<file path="config.mk">
export PLATFORM = sky130hd
export DESIGN_NAME = quadrature_counter
export DESIGN_NICKNAME = d
export VERILOG_FILES = /design/src/rtl/quad_pkg.sv /design/src/rtl/quad_input_filter.sv /design/src/rtl/quadrature_counter.sv
export SDC_FILE = /design/constraint.sdc
export NUM_CORES = 1
export LEC_CHECK = 0
export BUFFER_PORTS_ARGS = -buffer_cell sky130_fd_sc_hd__buf_4
export CAP_MARGIN = 20
export CORE_MARGIN = 5
export CORE_UTILIZATION = 40
export CTS_CLUSTER_DIAMETER = 30
export DETAILED_ROUTE_END_ITERATION = 8
export PLACE_DENSITY = 0.68
export SLEW_MARGIN = 25
export SYNTH_ARGS = -nofsm -noshare
export SYNTH_HDL_FRONTEND = slang
export SYNTH_HIERARCHICAL = 1
export SYNTH_SLANG_ARGS = --single-unit
</file>
<file path="constraint.sdc">
create_clock -name clk -period 6.5 [get_ports clk]
set_input_delay 0.65 -clock clk [delete_from_list [all_inputs] [get_ports clk]]
set_output_delay 0.65 -clock clk [all_outputs]
set_load 0.05 [all_outputs]
</file>
<file path="src/rtl/quad_pkg.sv">
// Shared definitions for the quadrature encoder interface: mode encodings,
// AB phase constants, transition decoding and signed saturation.
package quad_pkg;

  typedef enum logic [1:0] {
    QUAD_X4     = 2'b00,
    QUAD_X2     = 2'b01,
    QUAD_X1     = 2'b10,
    QUAD_X4_ALT = 2'b11
  } quad_mode_e;

  // Phase states {A,B} in forward (count-up) order: 00 -> 01 -> 11 -> 10 -> 00.
  localparam logic [1:0] AB_00 = 2'b00;
  localparam logic [1:0] AB_01 = 2'b01;
  localparam logic [1:0] AB_11 = 2'b11;
  localparam logic [1:0] AB_10 = 2'b10;

  typedef struct packed {
    logic illegal;  // both phases moved in one filtered sample
    logic up;       // direction implied by the transition
    logic counted;  // legal transition that the selected mode counts
  } quad_dec_t;

  function automatic quad_dec_t quad_decode(input logic [1:0]  prev,
                                            input logic [1:0]  now,
                                            input quad_mode_e  mode);
    quad_dec_t  d;
    logic [1:0] chg;
    logic       legal;
    chg       = prev ^ now;
    legal     = (chg == 2'b01) || (chg == 2'b10);
    d.illegal = (chg == 2'b11);
    d.up      = now[0] ^ prev[1];
    case (mode)
      QUAD_X2: d.counted = legal && (chg == 2'b10);
      QUAD_X1: d.counted = ((prev == AB_10) && (now == AB_00)) ||
                           ((prev == AB_00) && (now == AB_10));
      default: d.counted = legal;
    endcase
    return d;
  endfunction

  // Clamp to the range of a signed value of the given bit width.
  function automatic logic signed [31:0] sat_signed(input logic signed [31:0] value,
                                                    input int                 width);
    logic signed [31:0] hi;
    logic signed [31:0] lo;
    hi = (32'sd1 <<< (width - 1)) - 32'sd1;
    lo = -hi - 32'sd1;
    if (value > hi) return hi;
    if (value < lo) return lo;
    return value;
  endfunction

endpackage

</file>
<file path="src/rtl/quad_input_filter.sv">
// Synchroniser plus stability filter for one asynchronous encoder pin.
// level_o follows the synced level once it has held FILTER_LEN cycles.
module quad_input_filter #(
  parameter int SYNC_STAGES = 2,
  parameter int FILTER_LEN  = 4
) (
  input  logic clk,
  input  logic rst_n,
  input  logic pin_i,
  output logic level_o,
  output logic valid_o
);

  localparam int CNT_W = (FILTER_LEN > 1) ? $clog2(FILTER_LEN) : 1;
  localparam logic [CNT_W-1:0] CNT_MAX = CNT_W'(FILTER_LEN - 1);

  logic [SYNC_STAGES-1:0] sync_q;
  logic [SYNC_STAGES-1:0] fill_q;   // marks stages holding a real pin sample
  logic                   synced;
  logic                   synced_ok;
  logic                   cand_q;
  logic                   cand_ok_q;
  logic [CNT_W-1:0]       cnt_q;
  logic                   level_q;
  logic                   valid_q;

  assign synced    = sync_q[SYNC_STAGES-1];
  assign synced_ok = fill_q[SYNC_STAGES-1];

  // NOTE: all state here uses non-blocking assignments so every flop samples
  // the pre-edge value of its neighbour, which is what makes the chain a chain.
  always_ff @(posedge clk) begin
    if (!rst_n) begin
      sync_q    <= '0;
      fill_q    <= '0;
      cand_q    <= 1'b0;
      cand_ok_q <= 1'b0;
      cnt_q     <= '0;
      level_q   <= 1'b0;
      valid_q   <= 1'b0;
    end else begin
      sync_q <= {sync_q[SYNC_STAGES-2:0], pin_i};
      fill_q <= {fill_q[SYNC_STAGES-2:0], 1'b1};

      if (!cand_ok_q || (synced != cand_q)) begin
        cand_q    <= synced;
        cand_ok_q <= synced_ok;
        cnt_q     <= '0;
      end else if (cnt_q != CNT_MAX) begin
        cnt_q <= cnt_q + CNT_W'(1);
      end

      // The candidate has been observed for FILTER_LEN cycles by now.
      if (cand_ok_q && (cnt_q == CNT_MAX)) begin
        level_q <= cand_q;
        valid_q <= 1'b1;
      end
    end
  end

  assign level_o = level_q;
  assign valid_o = valid_q;

endmodule

</file>
<file path="src/rtl/quadrature_counter.sv">
// Quadrature encoder front end: filtered A/B/I, x1/x2/x4 decoding, wrapping
// position count with load and index clear, sticky error, windowed velocity.
module quadrature_counter
  import quad_pkg::*;
#(
  parameter int WIDTH       = 16,
  parameter int SYNC_STAGES = 2,
  parameter int FILTER_LEN  = 4,
  parameter int PERIOD      = 1000,
  parameter int VEL_WIDTH   = 12
) (
  input  logic                 clk,
  input  logic                 rst_n,
  input  logic                 A,
  input  logic                 B,
  input  logic                 I,
  input  logic [1:0]           mode,
  input  logic                 index_clr_en,
  input  logic                 load,
  input  logic [WIDTH-1:0]     load_value,
  input  logic                 err_clr,
  output logic [WIDTH-1:0]     count,
  output logic                 dir,
  output logic                 step,
  output logic                 index_seen,
  output logic                 err,
  output logic [VEL_WIDTH-1:0] velocity,
  output logic                 vel_valid
);

  localparam int WIN_W = $clog2(PERIOD);
  localparam int ACC_W = $clog2(PERIOD) + 2;

  logic a_f, b_f, i_f;
  logic a_v, b_v, i_v;

  quad_input_filter #(.SYNC_STAGES(SYNC_STAGES), .FILTER_LEN(FILTER_LEN)) u_filt_a (
    .clk(clk), .rst_n(rst_n), .pin_i(A), .level_o(a_f), .valid_o(a_v)
  );
  quad_input_filter #(.SYNC_STAGES(SYNC_STAGES), .FILTER_LEN(FILTER_LEN)) u_filt_b (
    .clk(clk), .rst_n(rst_n), .pin_i(B), .level_o(b_f), .valid_o(b_v)
  );
  quad_input_filter #(.SYNC_STAGES(SYNC_STAGES), .FILTER_LEN(FILTER_LEN)) u_filt_i (
    .clk(clk), .rst_n(rst_n), .pin_i(I), .level_o(i_f), .valid_o(i_v)
  );

  logic                        primed_q;
  logic [1:0]                  prev_q;
  logic                        i_prev_q;
  logic [WIDTH-1:0]            count_q, count_d;
  logic                        dir_q;
  logic                        step_q;
  logic                        index_seen_q;
  logic                        err_q;
  logic [WIN_W-1:0]            win_q, win_d;
  logic signed [ACC_W-1:0]     acc_q, acc_d;
  logic [VEL_WIDTH-1:0]        velocity_q, velocity_d;
  logic                        vel_valid_q;

  logic                        all_valid;
  logic                        live;
  logic [1:0]                  ab_now;
  quad_dec_t                   dec;
  logic                        step_now;
  logic                        illegal_now;
  logic                        idx_rise;
  logic                        win_end;
  logic signed [31:0]          vel_sum;

  assign all_valid = a_v & b_v & i_v;
  assign ab_now    = {a_f, b_f};

  // NOTE: every signal driven here gets a default first, so no path through
  // the block leaves a value held and no latch is inferred.
  always_comb begin
    live        = primed_q & all_valid;
    dec         = quad_decode(prev_q, ab_now, quad_mode_e'(mode));
    step_now    = live & dec.counted;
    illegal_now = live & dec.illegal;
    idx_rise    = live & i_f & ~i_prev_q;

    count_d = count_q;
    if (load) begin
      count_d = load_value;
    end else if (index_clr_en && idx_rise) begin
      count_d = '0;
    end else if (step_now) begin
      count_d = dec.up ? count_q + WIDTH'(1) : count_q - WIDTH'(1);
    end

    // Velocity still sees steps that lost the count to load or index clear.
    vel_sum = {{(32-ACC_W){acc_q[ACC_W-1]}}, acc_q};
    if (step_now) vel_sum = dec.up ? vel_sum + 32'sd1 : vel_sum - 32'sd1;

    win_end    = (win_q == WIN_W'(PERIOD - 1));
    win_d      = win_end ? '0 : win_q + WIN_W'(1);
    acc_d      = win_end ? '0 : ACC_W'(vel_sum);
    velocity_d = VEL_WIDTH'(sat_signed(vel_sum, VEL_WIDTH));
  end

  always_ff @(posedge clk) begin
    if (!rst_n) begin
      primed_q     <= 1'b0;
      prev_q       <= '0;
      i_prev_q     <= 1'b0;
      count_q      <= '0;
      dir_q        <= 1'b0;
      step_q       <= 1'b0;
      index_seen_q <= 1'b0;
      err_q        <= 1'b0;
      win_q        <= '0;
      acc_q        <= '0;
      velocity_q   <= '0;
      vel_valid_q  <= 1'b0;
    end else begin
      // The first valid filtered sample only primes the history.
      if (all_valid) begin
        primed_q <= 1'b1;
        prev_q   <= ab_now;
        i_prev_q <= i_f;
      end

      count_q      <= count_d;
      step_q       <= step_now;
      index_seen_q <= idx_rise;
      if (step_now) dir_q <= dec.up;

      if (illegal_now)  err_q <= 1'b1;
      else if (err_clr) err_q <= 1'b0;

      win_q       <= win_d;
      acc_q       <= acc_d;
      vel_valid_q <= win_end;
      if (win_end) velocity_q <= velocity_d;
    end
  end

  assign count      = count_q;
  assign dir        = dir_q;
  assign step       = step_q;
  assign index_seen = index_seen_q;
  assign err        = err_q;
  assign velocity   = velocity_q;
  assign vel_valid  = vel_valid_q;

endmodule
</file>
==> flow_summary.ini <==
[placed_design]
io_buffers = 58
dp_hpwl_microns = 7336
place_congestion = 0.9314
place_inst = 681

[global_routing]
grt.total_usage = 0.1624
grt_use_met3 = 0.03551
grt-ovfl-total = 0
gr-usage-met2 = 0.2643
antenna_found_initial = 0
grt_pass1_wl_microns = 17600
use_met1 = 0.2095
grt_max_degree = 44
first_global_vias = 3688
busiest_layer = met2

[sta]
min_period_ps = 3192
max_freq_mhz = 313.3
period_share = 0.4911
fin_tns_setup_ps = 0
skew_ps = 12.92
worstMarginPinSlew_ps = 979.4
relSlewSlack = 0.3471
rsz0062_at_grt = no
setup_viol = 0
hold_viol_final = 0
report.final.slew_viol_count = 0

[detailed_routing]
drc = 0
first_pass_iters = 5
vias = 3947
wirelength_microns = 10700
antenna_left = 0
vias_per_cell = 5.663
drt_iter0_markers = 235
wl_per_cell_microns = 15.35

[synth]
syn-cell-area_sq_um = 4501
yosysUniqueCellTypes = 67
synth-edff-count = 0
synth_largest_area_cell = dfxtp_1
ys_seq_area_frac = 0.3959
synthFlopType = dfxtp_1
yosys_warnings = 6
netlist_instances = 512
avgSynthCellArea_sq_um = 8.790
synthTopCellsByArea = dfxtp_1 (40%), xor2_1 (3.7%), nor2_1 (3.4%)
netlist.area_leader.share = 0.3959
synth_seq_cells = 89
synth_nets = 548
async_flop_share = 0

[run_status]
status = finished, final reports clean

[cells_and_area]
fill_cells = 1056
layout_commonest_cell = dfxtp_1
final_cell_mix = dfxtp_1 (89), buf_4 (60), nor2_1 (41), nand2_1 (38), a21oi_1 (27)
nets = 588
n_antenna_cell = 0
syn_to_final_growth_pct = 17.74
drive_above_1_share = 0.1975
layoutNonFillerInstCount = 697

[cts]
cts_setup_buffers = 0
tritoncts = done
clock_latency_ps = 350
cts_resized = 0
cts_root_buffer = clkbuf_16
clk_pin_slew_ps = 70
cts.sinks = 89
htree_levels = 3
holdBufCountCts = 0
cts_buffers = 9
clock_path_buffers = 2

[power]
p_switching_w = 0.0003333
p_int_w = 0.0008917
p_sw_frac = 0.2721
peakVddDrop_mv = 0.1013
seqPwrFrac = 0.475
leakagePower_nw = 2.242
p_clk_frac = 0.416
power_density_nw_per_um2 = 231.2
p_comb_frac = 0.109

[critical_path]
worstSetupPathDepth = 7
cp-end-kind = flip-flop
cp.arrival_ps = 3420
path_delay_family = compound AO/OA/AOI/OAI gates
path_max_fanout = 13
worstPathCellList = xor2_1 -> ha_1 -> a21oi_1 -> nand2_1 -> nor2_1 -> a21oi_4 -> a22o_1
critPathMaxStageDelay_ps = 750
startpoint_type = flip-flop
reg2regPathDepth = 7
critPathKind = reg -> reg
critical_path_buf_inv_count = 0
worstPathRequired_ps = 6730
cp_slowest_cell = a21oi_1

[floorplan]
fp.dieW_microns = 116.1
start_util = 0.4116
core_sq_um = 10940
ioPinCount = 59
die_h_microns = 116.1
num_rows = 38
die_area_sq_um = 13470

[job]
max-cap-violations = 0

[min_path]
hold_depth = 1
hold_path.class = reg -> reg
-- cells in the mapped netlist, drive strengths merged, types with 5 or more instances --
cell type,number
o21ai,25
nor4,11
clkbuf,22
or4,6
buf,9
mux2i,8
dfxtp,89
nor3b,5
xor2,22
nand2,41
xnor2,16
and3,6
and2,19
or3,7
nand4,10
a31oi,9
o211ai,10
a22o,11
nor2,42
inv,11
nand3,15
a21oi,28
ha,10
nor3,24
nor2b,5
o21a,5
-- power by group through the flow --
stage	logic [W]	registers (W)	clock network, W
CTS	0.000134	0.000581	0.000525
finish	0.000134	0.000582	0.000509
detailed placement	0.000133	0.000593	0
global placement	0.000130	0.000593	0
global route	0.000147	0.000584	0.000549
floorplan	0.0000768	0.000606	0
-- routing by layer --
| layer | wire length (microns) | up-vias |
|---|---|---|
| met5 | 0 | - |
| met4 | 187 | 0 |
| met3 | 625 | 14 |
| met2 | 5130 | 112 |
| met1 | 4756 | 1887 |
| li1 | - | 1934 |
-- path summary, 6_finish.rpt --
kind,slack [ps],end,start
worst max-delay path,3310,velocity[2],prev_q[1]
worst min-delay path,430,u_filt_i/fill_q[1],u_filt_i/fill_q[0]
worst max register to register,3310,velocity[2],prev_q[1]
worst min register to register,430,u_filt_i/fill_q[1],u_filt_i/fill_q[0]
-- worst register-to-register path, stage by stage (launching register included) --
cell     delay (ps)
dfxtp_1         440
xor2_1          280
ha_1            280
a21oi_1         750
nand2_1         580
nor2_1          400
a21oi_4         150
a22o_1          200
-- area by class of cell --
type	instances	area [sq um]	area share
clock buffers	10	239.0	0.04510
well taps	140	175.2	0.03306
multi-input cells	381	2555	0.4822
clock inverters	6	56.30	0.01063
inverters	11	41.29	0.007792
flip-flops and latches	89	1782	0.3362
repair buffers	60	450.4	0.08501
-- cell families (layout without fill, tap and decap cells) --
logic type      count (synthesis)  count (layout)  synth area share
fa+ha+maj                      10              10           0.02780
xor+xnor                       38              38           0.08063
simple gates                  202             202            0.2477
buf+inv                        42              87           0.03781
mux                             9               9           0.02030
compound gates                122             122            0.1899
flops                          89              89            0.3959
-- per-stage QoR --
stage	area (sq um)	hold slack, ps	setup slack [ps]	power (W)	util
detailed placement	4997	416.9	3180	0.0007267	0.4570
floorplan	4501	406.6	3748	0.0006823	-
global placement	4997	414.1	3309	0.0007224	0.4570
finish	5299	433.2	3308	0.001225	0.4846
global route	5299	452.2	3001	0.001280	0.4846
CTS	5293	433.9	3305	0.001239	0.4840
-- flip-flops by register name, indices dropped and copies added (netlist names), 2 cells and up --
name	flops
count	16
acc_q	12
velocity	12
win_q	10
prev_q	2
u_filt_a/cnt_q	2
u_filt_a/fill_q	2
u_filt_a/sync_q	2
u_filt_b/cnt_q	2
u_filt_b/fill_q	2
u_filt_b/sync_q	2
u_filt_i/cnt_q	2
u_filt_i/fill_q	2
u_filt_i/sync_q	2
(Power assumes the default switching activity.)
